## config.mk

```make
export PLATFORM = sky130hd
export DESIGN_NAME = systolic_array_ctrl
export DESIGN_NICKNAME = d
export VERILOG_FILES = /design/src/rtl/systolic_array_ctrl.sv
export SDC_FILE = /design/constraint.sdc
export NUM_CORES = 1
export LEC_CHECK = 0
export CORE_MARGIN = 4
export CORE_UTILIZATION = 35
export DETAILED_ROUTE_END_ITERATION = 16
export GPL_ROUTABILITY_DRIVEN = 0
export PLACE_DENSITY_LB_ADDON = 0.15
export RECOVER_POWER = 25
export SKIP_CTS_REPAIR_TIMING = 1
export SYNTH_ARGS = -nofsm -noshare
export SYNTH_HDL_FRONTEND = slang
export SYNTH_SLANG_ARGS = --single-unit
```

## constraint.sdc

```tcl
create_clock -name clk -period 9.44 [get_ports clk]
set_input_delay 1.416 -clock clk [delete_from_list [all_inputs] [get_ports clk]]
set_output_delay 1.416 -clock clk [all_outputs]
set_load 0.1 [all_outputs]
```

## src/rtl/systolic_array_ctrl.sv

```systemverilog
`default_nettype none
// ============================================================================
// Module   : systolic_array_ctrl
// Brief    : Tile sequencer for an N x N output-stationary systolic MAC array:
//            clear, skewed operand feed, drain, then row-by-row result release.
// Revision : 1.0
// ============================================================================
module systolic_array_ctrl #(
    parameter int N     = 4,
    parameter int K_MAX = 256,
    parameter int IDX_W = $clog2(K_MAX)
) (
    input  logic                                    clk,
    input  logic                                    rst_n,
    input  logic                                    start,
    input  logic [IDX_W:0]                          k_len,
    input  logic                                    abort,
    output logic                                    busy,
    output logic                                    err,
    output logic                                    acc_clr,
    output logic                                    acc_en,
    output logic [N-1:0]                            feed_en,
    output logic [N*IDX_W-1:0]                      feed_idx,
    output logic                                    out_valid,
    input  logic                                    out_ready,
    output logic [((N > 1) ? $clog2(N) : 1)-1:0]    out_row,
    output logic                                    done
);

    localparam int c_T_W   = $clog2(K_MAX + 2*N - 1);
    localparam int c_ROW_W = (N > 1) ? $clog2(N) : 1;

    localparam logic [IDX_W:0]     c_K_MAX    = (IDX_W+1)'(K_MAX);
    localparam logic [c_T_W-1:0]   c_N        = c_T_W'(N);
    localparam logic [c_ROW_W-1:0] c_LAST_ROW = c_ROW_W'(N-1);

    localparam logic [2:0] c_IDLE   = 3'd0;
    localparam logic [2:0] c_CLEAR  = 3'd1;
    localparam logic [2:0] c_FEED   = 3'd2;
    localparam logic [2:0] c_DRAIN  = 3'd3;
    localparam logic [2:0] c_OUTPUT = 3'd4;
    localparam logic [2:0] c_DONE   = 3'd5;

    logic [2:0]         r_state;
    logic [2:0]         w_next;
    logic [IDX_W:0]     r_k;
    logic [c_T_W-1:0]   r_t;
    logic [c_ROW_W-1:0] r_row;
    logic               r_err;

    logic               w_k_legal;
    logic               w_start_ok;
    logic               w_start_bad;
    logic               w_xfer;
    logic               w_compute;
    logic [c_T_W-1:0]   w_k_t;
    logic [c_T_W-1:0]   w_feed_last;
    logic [c_T_W-1:0]   w_drain_last;
    logic [N-1:0]       w_lane_en;
    logic [N*IDX_W-1:0] w_lane_idx;

    assign w_k_legal    = (k_len != '0) && (k_len <= c_K_MAX);
    assign w_start_ok   = (r_state == c_IDLE) && start && w_k_legal;
    assign w_start_bad  = (r_state == c_IDLE) && start && !w_k_legal;
    assign w_xfer       = (r_state == c_OUTPUT) && out_ready && !abort;
    assign w_compute    = (r_state == c_FEED) || (r_state == c_DRAIN);
    assign w_k_t        = c_T_W'(r_k);
    // t runs continuously across FEED and DRAIN; modular arithmetic keeps N=1 correct
    assign w_feed_last  = w_k_t + c_N - c_T_W'(2);
    assign w_drain_last = w_k_t + c_N + c_N - c_T_W'(3);

    for (genvar i = 0; i < N; i++) begin : g_lane
        localparam logic [c_T_W-1:0] c_I = c_T_W'(i);
        assign w_lane_en[i] = (r_t >= c_I) && (r_t < w_k_t + c_I);
        assign w_lane_idx[i*IDX_W +: IDX_W] = w_lane_en[i] ? IDX_W'(r_t - c_I) : '0;
    end

    always_ff @(posedge clk or negedge rst_n) begin
        if (!rst_n) begin
            r_state <= c_IDLE;
        end else begin
            r_state <= w_next;
        end
    end

    always_comb begin
        w_next = r_state;
        case (r_state)
            c_IDLE:   if (w_start_ok) w_next = c_CLEAR;
            c_CLEAR:  w_next = abort ? c_IDLE : c_FEED;
            c_FEED: begin
                if (abort)                    w_next = c_IDLE;
                else if (r_t == w_feed_last)  w_next = (N > 1) ? c_DRAIN : c_OUTPUT;
            end
            c_DRAIN: begin
                if (abort)                    w_next = c_IDLE;
                else if (r_t == w_drain_last) w_next = c_OUTPUT;
            end
            c_OUTPUT: begin
                if (abort)                                   w_next = c_IDLE;
                else if (out_ready && (r_row == c_LAST_ROW)) w_next = c_DONE;
            end
            c_DONE:   w_next = c_IDLE;
            default:  w_next = c_IDLE;
        endcase
    end

    always_ff @(posedge clk or negedge rst_n) begin
        if (!rst_n) begin
            r_k   <= '0;
            r_t   <= '0;
            r_row <= '0;
            r_err <= 1'b0;
        end else begin
            r_err <= w_start_bad;
            if (w_start_ok) begin
                r_k <= k_len;
            end
            if (w_compute && ((w_next == c_FEED) || (w_next == c_DRAIN))) begin
                r_t <= r_t + c_T_W'(1);
            end else begin
                r_t <= '0;
            end
            if (w_xfer) begin
                r_row <= (r_row == c_LAST_ROW) ? '0 : r_row + c_ROW_W'(1);
            end else if (r_state != c_OUTPUT) begin
                r_row <= '0;
            end
        end
    end

    always_comb begin
        busy      = (r_state != c_IDLE);
        err       = r_err;
        acc_clr   = 1'b0;
        acc_en    = 1'b0;
        feed_en   = '0;
        feed_idx  = '0;
        out_valid = 1'b0;
        out_row   = '0;
        done      = 1'b0;
        case (r_state)
            c_CLEAR:  acc_clr = 1'b1;
            c_FEED: begin
                acc_en   = 1'b1;
                feed_en  = w_lane_en;
                feed_idx = w_lane_idx;
            end
            c_DRAIN:  acc_en = 1'b1;
            c_OUTPUT: begin
                out_valid = 1'b1;
                out_row   = r_row;
            end
            c_DONE:   done = 1'b1;
            default: ;
        endcase
    end

endmodule
`default_nettype wire

```

### Word-level counts from Yosys, hierarchy flattened

Index checks and enable logic that the tools add are counted.

| storage, ports and cells | value |
|---|---|
| bits in registers | 24 |
| word-level logic and storage cells | 82 |

| operators by class | value |
|---|---|
| add/sub/neg operators | 12 |
| magnitude comparators | 9 |
| equality and inequality tests | 11 |
| mux-type cells | 24 |
| reductions and logical operators | 21 |

Operators by type and width:

| kind | number |
|---|---|
| $lt 9x9->1 | 4 |
| $mux 32 | 1 |
| $mux 8 | 4 |
| $mux 3 | 7 |
| $add 9x1->9 const B | 2 |
| $add 9x2->9 const B | 2 |
| $add 9x3->9 const B | 2 |
| $eq 9x9->1 | 2 |
| $ge 9x1->1 const B | 2 |
| $ge 9x2->1 const B | 2 |
| $sub 9x2->9 const B | 2 |
| $sub 8x2->8 const B | 2 |
| $pmux 3 s5 | 1 |
| $eq 3x2->1 const B | 4 |
| $logic_and 1x1->1 | 12 |
| $mux 2 | 5 |
| $le 9x9->1 const B | 1 |
| $mux 9 | 1 |
| $reduce_bool 9->1 | 1 |
| $sub 8x1->8 const B | 1 |
| $eq 3x3->1 const B | 2 |
| $mux 1 | 4 |
| $mux 4 | 1 |
| $eq 3x1->1 const B | 1 |
| 9 further kinds | 11 |

### Longest topological paths before layout

Gate-level depths: netlist of the first run.

| logic depth | value |
|---|---|
| depth in word-level cells | 11 |
| gate-level depth with buffers | 11 |

### Worst setup path before layout of the first run

Ideal clock, no wire load.

| timing path | value |
|---|---|
| path type | register -> output |
| from | register r_k[1] |
| to | output port feed_idx[24] |
| arrival time | 4813 ps |
| slack | 3211 ps |
| stages on the path, launching flop included | 11 |
| path buffers | 0 |
| cells stage by stage | dfrtp_1 -> inv_1 -> ha_1 -> a21oi_1 -> nor3_1 -> xnor2_1 -> ha_1 -> a21oi_1 -> nor2b_1 -> a2111oi_1 -> nor3b_1 |

| on the way | value |
|---|---|
| longest elaborated chain between the ends | 5 |

Ends and longest elaborated chain:

| element | line | text |
|---|---|---|
| from (decl) | 46 | `logic [IDX_W:0] r_k;` |
| from (signal assigned) | 117 | `r_k <= k_len;` |
| $add 9x2->9 | 74 | `assign w_lane_en[i] = (r_t >= c_I) && (r_t < w_k_t + c_I);` |
| $lt 9x9->1 | 74 |  |
| $logic_and 1x1->1 | 74 |  |
| $mux 8 | 75 | `assign w_lane_idx[i*IDX_W +: IDX_W] = w_lane_en[i] ? IDX_W'(r_t - c_I) : '0;` |
| $mux 32 | 142 | `case (r_state)` |
| to (decl) | 23 | `output logic [N*IDX_W-1:0] feed_idx,` |

Every way passes these cells.

### Final worst setup path of the first run

| timing path | value |
|---|---|
| from | register r_k[3] |
| to | output port feed_idx[9] |

| on the way | value |
|---|---|
| longest elaborated chain between the ends | 5 |

Ends and longest elaborated chain:

| element | line |
|---|---|
| $add 9x1->9 | 74 |
| $lt 9x9->1 | 74 |
| $logic_and 1x1->1 | 74 |
| $mux 8 | 75 |
| $mux 32 | 142 |

Every way passes these cells.

==> results of run 1 <==
[metal layers]
layer,vias up,part of all wire [%],global-route usage (%)
met3,2,4.2,1.41
met1,1345,51,22.7
met5,-,0,0
li1,1509,-,-
met4,0,0.20,1.67
met2,63,45,25.8
[report_power, final]
| part | internal, mW | switching (mW) | total (mW) | leakage (nW) |
|---|---|---|---|---|
| sequential | 0.113 | 0.0332 | 0.147 | 0.313 |
| combinational | 0.121 | 0.158 | 0.278 | 1.47 |
| clock | 0.0567 | 0.0342 | 0.0909 | 0.0357 |
| total | 0.291 | 0.225 | 0.516 | 1.81 |
[cell usage in the layout (no fill, tap or decap), types with 7 or more instances in the layout]
cell,count
xnor2_1,45
a21oi_1,13
o21a_1,9
nor2b_1,11
nand3_1,17
nor3_1,7
o21ai_0,8
nand2_1,46
mux2_2,8
ha_1,51
nor2_1,61
dfrtp_1,24
inv_1,22
clkdlybuf4s50_1,54
xor2_1,19
[cells by family after synthesis]
logic type	share of synthesized area, %
adders and majority gates	19.0
DFF	17.9
AOI/OAI and AO/OA	11.8
buffers and inverters	4.96
xor gates and xnor gates	18.8
and+or+nand+nor	24.6
muxes	2.99
[critical path, cell delays in order, from the launching register on]
cell and delay, ns:
dfrtp_1 0.56, ha_1 0.39, nand3_1 0.12, nor2_1 0.23, nand2_1 0.10, xnor2_1 0.20, ha_1 0.27, nor2b_1 0.14
a2111oi_2 0.62, nor3b_1 0.28, clkdlybuf4s50_1 1.17
[flip-flops by register name (all words and copies together), names as in the netlist]
| name | flops |
|---|---|
| r_t | 9 |
| r_row | 2 |
| r_state | 3 |
| err | 1 |
| r_k | 9 |
[worst max path at each step]
stage               startpoint           end
global route            r_k[2]   feed_idx[9]
global placement        r_k[2]   feed_idx[9]
finish                  r_k[3]   feed_idx[9]
detailed placement      r_k[3]   feed_idx[9]
CTS                     r_k[3]   feed_idx[9]
floorplan               r_k[1]  feed_idx[24]
[area by class of cell]
class                   count  share of cell area (%)
clock buffers               3                    1.01
multi-input cells         355                    63.1
clock inverters             1                   0.735
inverters                  23                    2.11
well taps                 129                    3.95
repair buffers             59                    14.3
flip-flops and latches     24                    14.7
==> metrics, run 1 <==
Crit. End Element=output pin; Setup WS post-layout=around 3.7 ns; reg2reg start=r_k[3]; Synth top area share=a little under a fifth; H-tree depth=1; cts bufs inserted=3; DP Worst Slack=about 4 ns; Longest Clk Path Bufs=2; R2R Path End=r_t[5]; Worst-path clk slew=0.09 ns; DR WL/cell=14.2 microns; Hold Path Stages=2; Worst Setup Start Kind=flip-flop; #FFs+latches synth=24; via count=about 2900; RSZ-0062 raised after global routing=false; Pwr Density=between 100 and 150 nW/um^2; core area=~9300 sq um; hold_sp=r_row[1]; fill cell count=approximately 960; non-filler instance count after layout=a little under 600; Pleak=roughly 1.8 nW; first-pass GRT wire length=~15 mm; IO Pins=58; sequential-to-total area share from yosys stat=between 10% and 20%; Storage cell area=between 600 and 700 sq um; min-delay worst type=reg2reg; flop2flop setup slack=6.53 ns; Cells after Synth=around 420; largest net degree at the start of global routing=25; Layout Skew=around 0.0032 ns; worst skew pair latency=between 0.2 and 0.3 ns; fmax=approximately 170 MHz; Distinct cells, synth=55; Final Power=516 uW; post-placement cell area=~4000 sq um; placed insts=590; DRC Markers=0; die footprint=between 10000 and 15000 sq um; Tot GR Track Use=~16%; top post-synthesis cells by count=61 x nor2_1, 51 x ha_1, 46 x nand2_1; Max Slew Vio Count=0; CTS sink cnt=24; post-layout minimum cycle time=between 5 and 6 ns; CTS tree=yes; Hold Slack=0.560 ns; max_cap viols=0; Final Cycle Share=roughly 61%; crit path kind=reg2out; area grow syn2layout=21.8%; DPL Wire Length=around 6.7 mm; Routed Antenna Nets=0; syn_nets=approximately 480; ys flop type=dfrtp_1; Max IR drop VDD=about 0.11 mV; sum of negative setup slack=0 ns; std cell rows=35; Avg Vias per Cell=about 5; status=completed; Cell Area, Synth=around 3400 sq um; # nets final=between 500 and 600; multi-input logic area=2580 sq um; starting density of the core=around 36%; Avg Cell Area, Syn=~8 sq um; async set-reset flop share out of synthesis=100%; IO buf count=57; dominant cell type by area after synthesis=ha_1; final setup vio count=0; most area-consuming cells after synthesis=ha_1 19%, dfrtp_1 18%, xnor2_1 11%, nor2_1 6.8%, nand2_1 5.1%; Slew @ Worst Pin=around 1.1 ns; CP required=around 8 ns; Yosys warnings=0; R2R cell count=8; Worst Hold Path EP=r_row[1]; die width=between 100 and 150 microns; top-count cell post-synth=nor2_1; grt ovf=0; CTS root buf=clkbuf_8; share of layout cells above drive strength 1=roughly 5%; WL final=between 8 and 9 mm; EDFF count, synth=0; slew margin rel.=a little under a quarter; Arr. time, crit path=about 4.4 ns; initial antenna violation count=0; final-report hold violation count=0; vias in the first global route=between 2000 and 3000; DRT Pass-1 Iters=4; # diodes=0; Crit Path Max Fanout=12; utilization after layout=a little over two fifths; Die H=around 110 microns; Initial DRC Count=97; fin area=between 4000 and 5000 sq um
Power figures use the tool's default switching activity.
==> run 2: changes to the inputs <==
==> constraint.sdc (replaced) <==
create_clock -name clk -period 5.4 [get_ports clk]
set_input_delay 0.81 -clock clk [delete_from_list [all_inputs] [get_ports clk]]
set_output_delay 0.81 -clock clk [all_outputs]
set_load 0.1 [all_outputs]
==> metrics, run 2 (synthesis results as in run 1) <==
status=completed (unchanged); std cell rows=35 (unchanged); Arr. time, crit path=3.67 ns (was 4.36 ns); CP Launch Point=r_k[1] (was r_k[3]); Crit. End Element=output pin (unchanged); share of layout cells above drive strength 1=12.5% (was 4.95%); IO buf count=57 (unchanged); Top Family by Delay on Critical Path=buffers and inverters (unchanged); largest net degree at the start of global routing=25 (unchanged); Pleak=1.92 nW (was 1.81 nW); CTS tree=yes (unchanged); core area=9280 sq um (unchanged); slew margin rel.=11.2% (was 23.2%); Slew @ Worst Pin=1.33 ns (was 1.15 ns); initial antenna violation count=0 (unchanged); slowest stage delay, CP=1.15 ns (was 1.17 ns); utilization after layout=44.0% (about the same); DR WL/cell=14.6 microns (was 14.2 microns); CP required=4.59 ns (was 8.02 ns); Net Sw Frac=43.5% (was 43.6%); Longest Clk Path Bufs=2 (unchanged); Initial DRC Count=79 (was 97); IO Pins=58 (unchanged); Avg Vias per Cell=4.87 (was 4.91); vias in the first global route=2967 (was 2925); commonest non-fill, non-tap cell in the layout=nor2_1 (unchanged); final setup vio count=0 (unchanged); Internal Power=511 uW (was 291 uW); Max Slew Vio Count=0 (unchanged); cts bufs inserted=3 (unchanged); starting density of the core=36.1% (unchanged); Layout Skew=0.00976 ns (was 0.00317 ns); Logic pwr share=54.7% (was 54.0%); Final Power=905 uW (was 516 uW); Hold Slack=0.563 ns (was 0.560 ns); DP Worst Slack=1.16 ns (was 3.99 ns); WL final=8.76 mm (was 8.46 mm); Crit Path Max Fanout=10 (was 12); fill cell count=963 (was 955); Tot GR Track Use=15.8% (was 15.6%); crit path kind=reg2out (unchanged); via count=2931 (was 2919); flop2flop setup slack=2.55 ns (was 6.53 ns); Worst-path clk slew=0.09 ns (about the same); NetSw=394 uW (was 225 uW); grt ovf=0 (unchanged); hold_sp=r_row[1] (unchanged); die footprint=11200 sq um (unchanged); Die H=106 microns (unchanged); ordered cell list for the critical path=inv_1 > ha_1 > nor2b_1 > o21a_1 > o21a_1 > o21a_1 > o21ai_0 > a21oi_1 > nor2_1 > clkdlybuf4s50_1 (was ha_1 > nand3_1 > nor2_1 > nand2_1 > xnor2_1 > ha_1 > nor2b_1 > a2111oi_2 > nor3b_1 > clkdlybuf4s50_1); post-layout minimum cycle time=between 4 and 5 ns; worst skew pair latency=0.27 ns (was 0.26 ns); final-report hold violation count=0 (unchanged); Pwr Density=222 nW/um^2 (was 126 nW/um^2); Worst Setup Start Kind=flip-flop (unchanged); Largest regs=r_k (9), r_t (9), r_state (3) (unchanged); multi-input logic area=2590 sq um (was 2580 sq um); die width=106 microns (unchanged); clock power share=17.4% (was 17.6%); slowest CP cell=clkdlybuf4s50_1 (unchanged); RSZ-0062 raised after global routing=false (unchanged); Max IR drop VDD=0.198 mV (was 0.110 mV); DPL Wire Length=7.03 mm (was 6.70 mm); CTS root buf=clkbuf_8 (unchanged); min-delay worst type=reg2reg (unchanged); # diodes=0 (unchanged); fmax=about 220 MHz; DRT Pass-1 Iters=4 (unchanged); Seq pwr share=27.9% (was 28.4%); most common cell type on the critical path=o21a_1 (was ha_1); Routed Antenna Nets=0 (unchanged); # nets final=539 (was 531); first-pass GRT wire length=14.6 mm (was 14.7 mm); area grow syn2layout=21.8% (about the same); H-tree depth=1 (unchanged); Storage cell area=601 sq um (unchanged); CP bufs+invs=2 (was 1); CTS sink cnt=24 (unchanged); most frequent cells in the layout=61 x nor2_1, 51 x ha_1, 46 x nand2_1 (was 61 x nor2_1, 54 x clkdlybuf4s50_1, 51 x ha_1); Setup WS post-layout=0.915 ns (was 3.66 ns); max_cap viols=0 (unchanged); reg2reg start=r_k[2] (was r_k[3]); Final Cycle Share=83.0%; DRC Markers=0 (unchanged); sum of negative setup slack=0 ns (unchanged)
-- run 2: cell count changes in the layout (fill, tap and decap cells not counted), sizes merged --
| cell | delta |
|---|---|
| buf | +34 |
| clkbuf | +1 |
| dlygate4sd3 | -2 |
| clkdlybuf4s50 | -25 |
-- run 2: final timing paths --
path,end,depth (start not counted)
setup / recovery,feed_idx[7],10
hold / removal,r_row[1],2
setup reg to reg,r_t[4],8
hold reg to reg,r_row[1],2
max in group asynchronous,r_k[6],2
min in group asynchronous,r_row[1],2
-- run 2: final cells by class --
type	count	area share, %
tap	129	3.95
multi-input combinational	355	63.4
clock inverter	1	0.735
timing repair buffer	67	14.1
sequential	24	14.7
inverter	23	2.11
clock buffer	3	1.01
-- run 2: through the flow --
step           area (sq um)  cells
2_1_floorplan          3360    418
3_3_place_gp           4020    598
3_5_place_dp           4020    598
4_1_cts                4090    602
5_1_grt                4090    602
6_report               4090    602
-- run 2: worst min-delay path: stages, from the launching register on --
cell     delay [ns]
dfrtp_1        0.37
mux2i_1        0.08
nor2_1         0.08
-- run 2: power by group through the flow --
| stage | combinational [mW] | sequential [mW] | clock [mW] |
|---|---|---|---|
| CTS | 0.499 | 0.251 | 0.162 |
| floorplan | 0.420 | 0.224 | 0 |
| finish | 0.495 | 0.252 | 0.158 |
| detailed placement | 0.496 | 0.255 | 0 |
| global placement | 0.492 | 0.256 | 0 |
| global route | 0.554 | 0.258 | 0.168 |
-- run 2: layer usage --
metal	track usage (%)	part of all wire [%]	wire length (microns)
met1	21.9	49	4330
met2	25.9	45	3930
met3	1.59	3.4	298
met4	4.63	2.4	206
met5	0	0	0
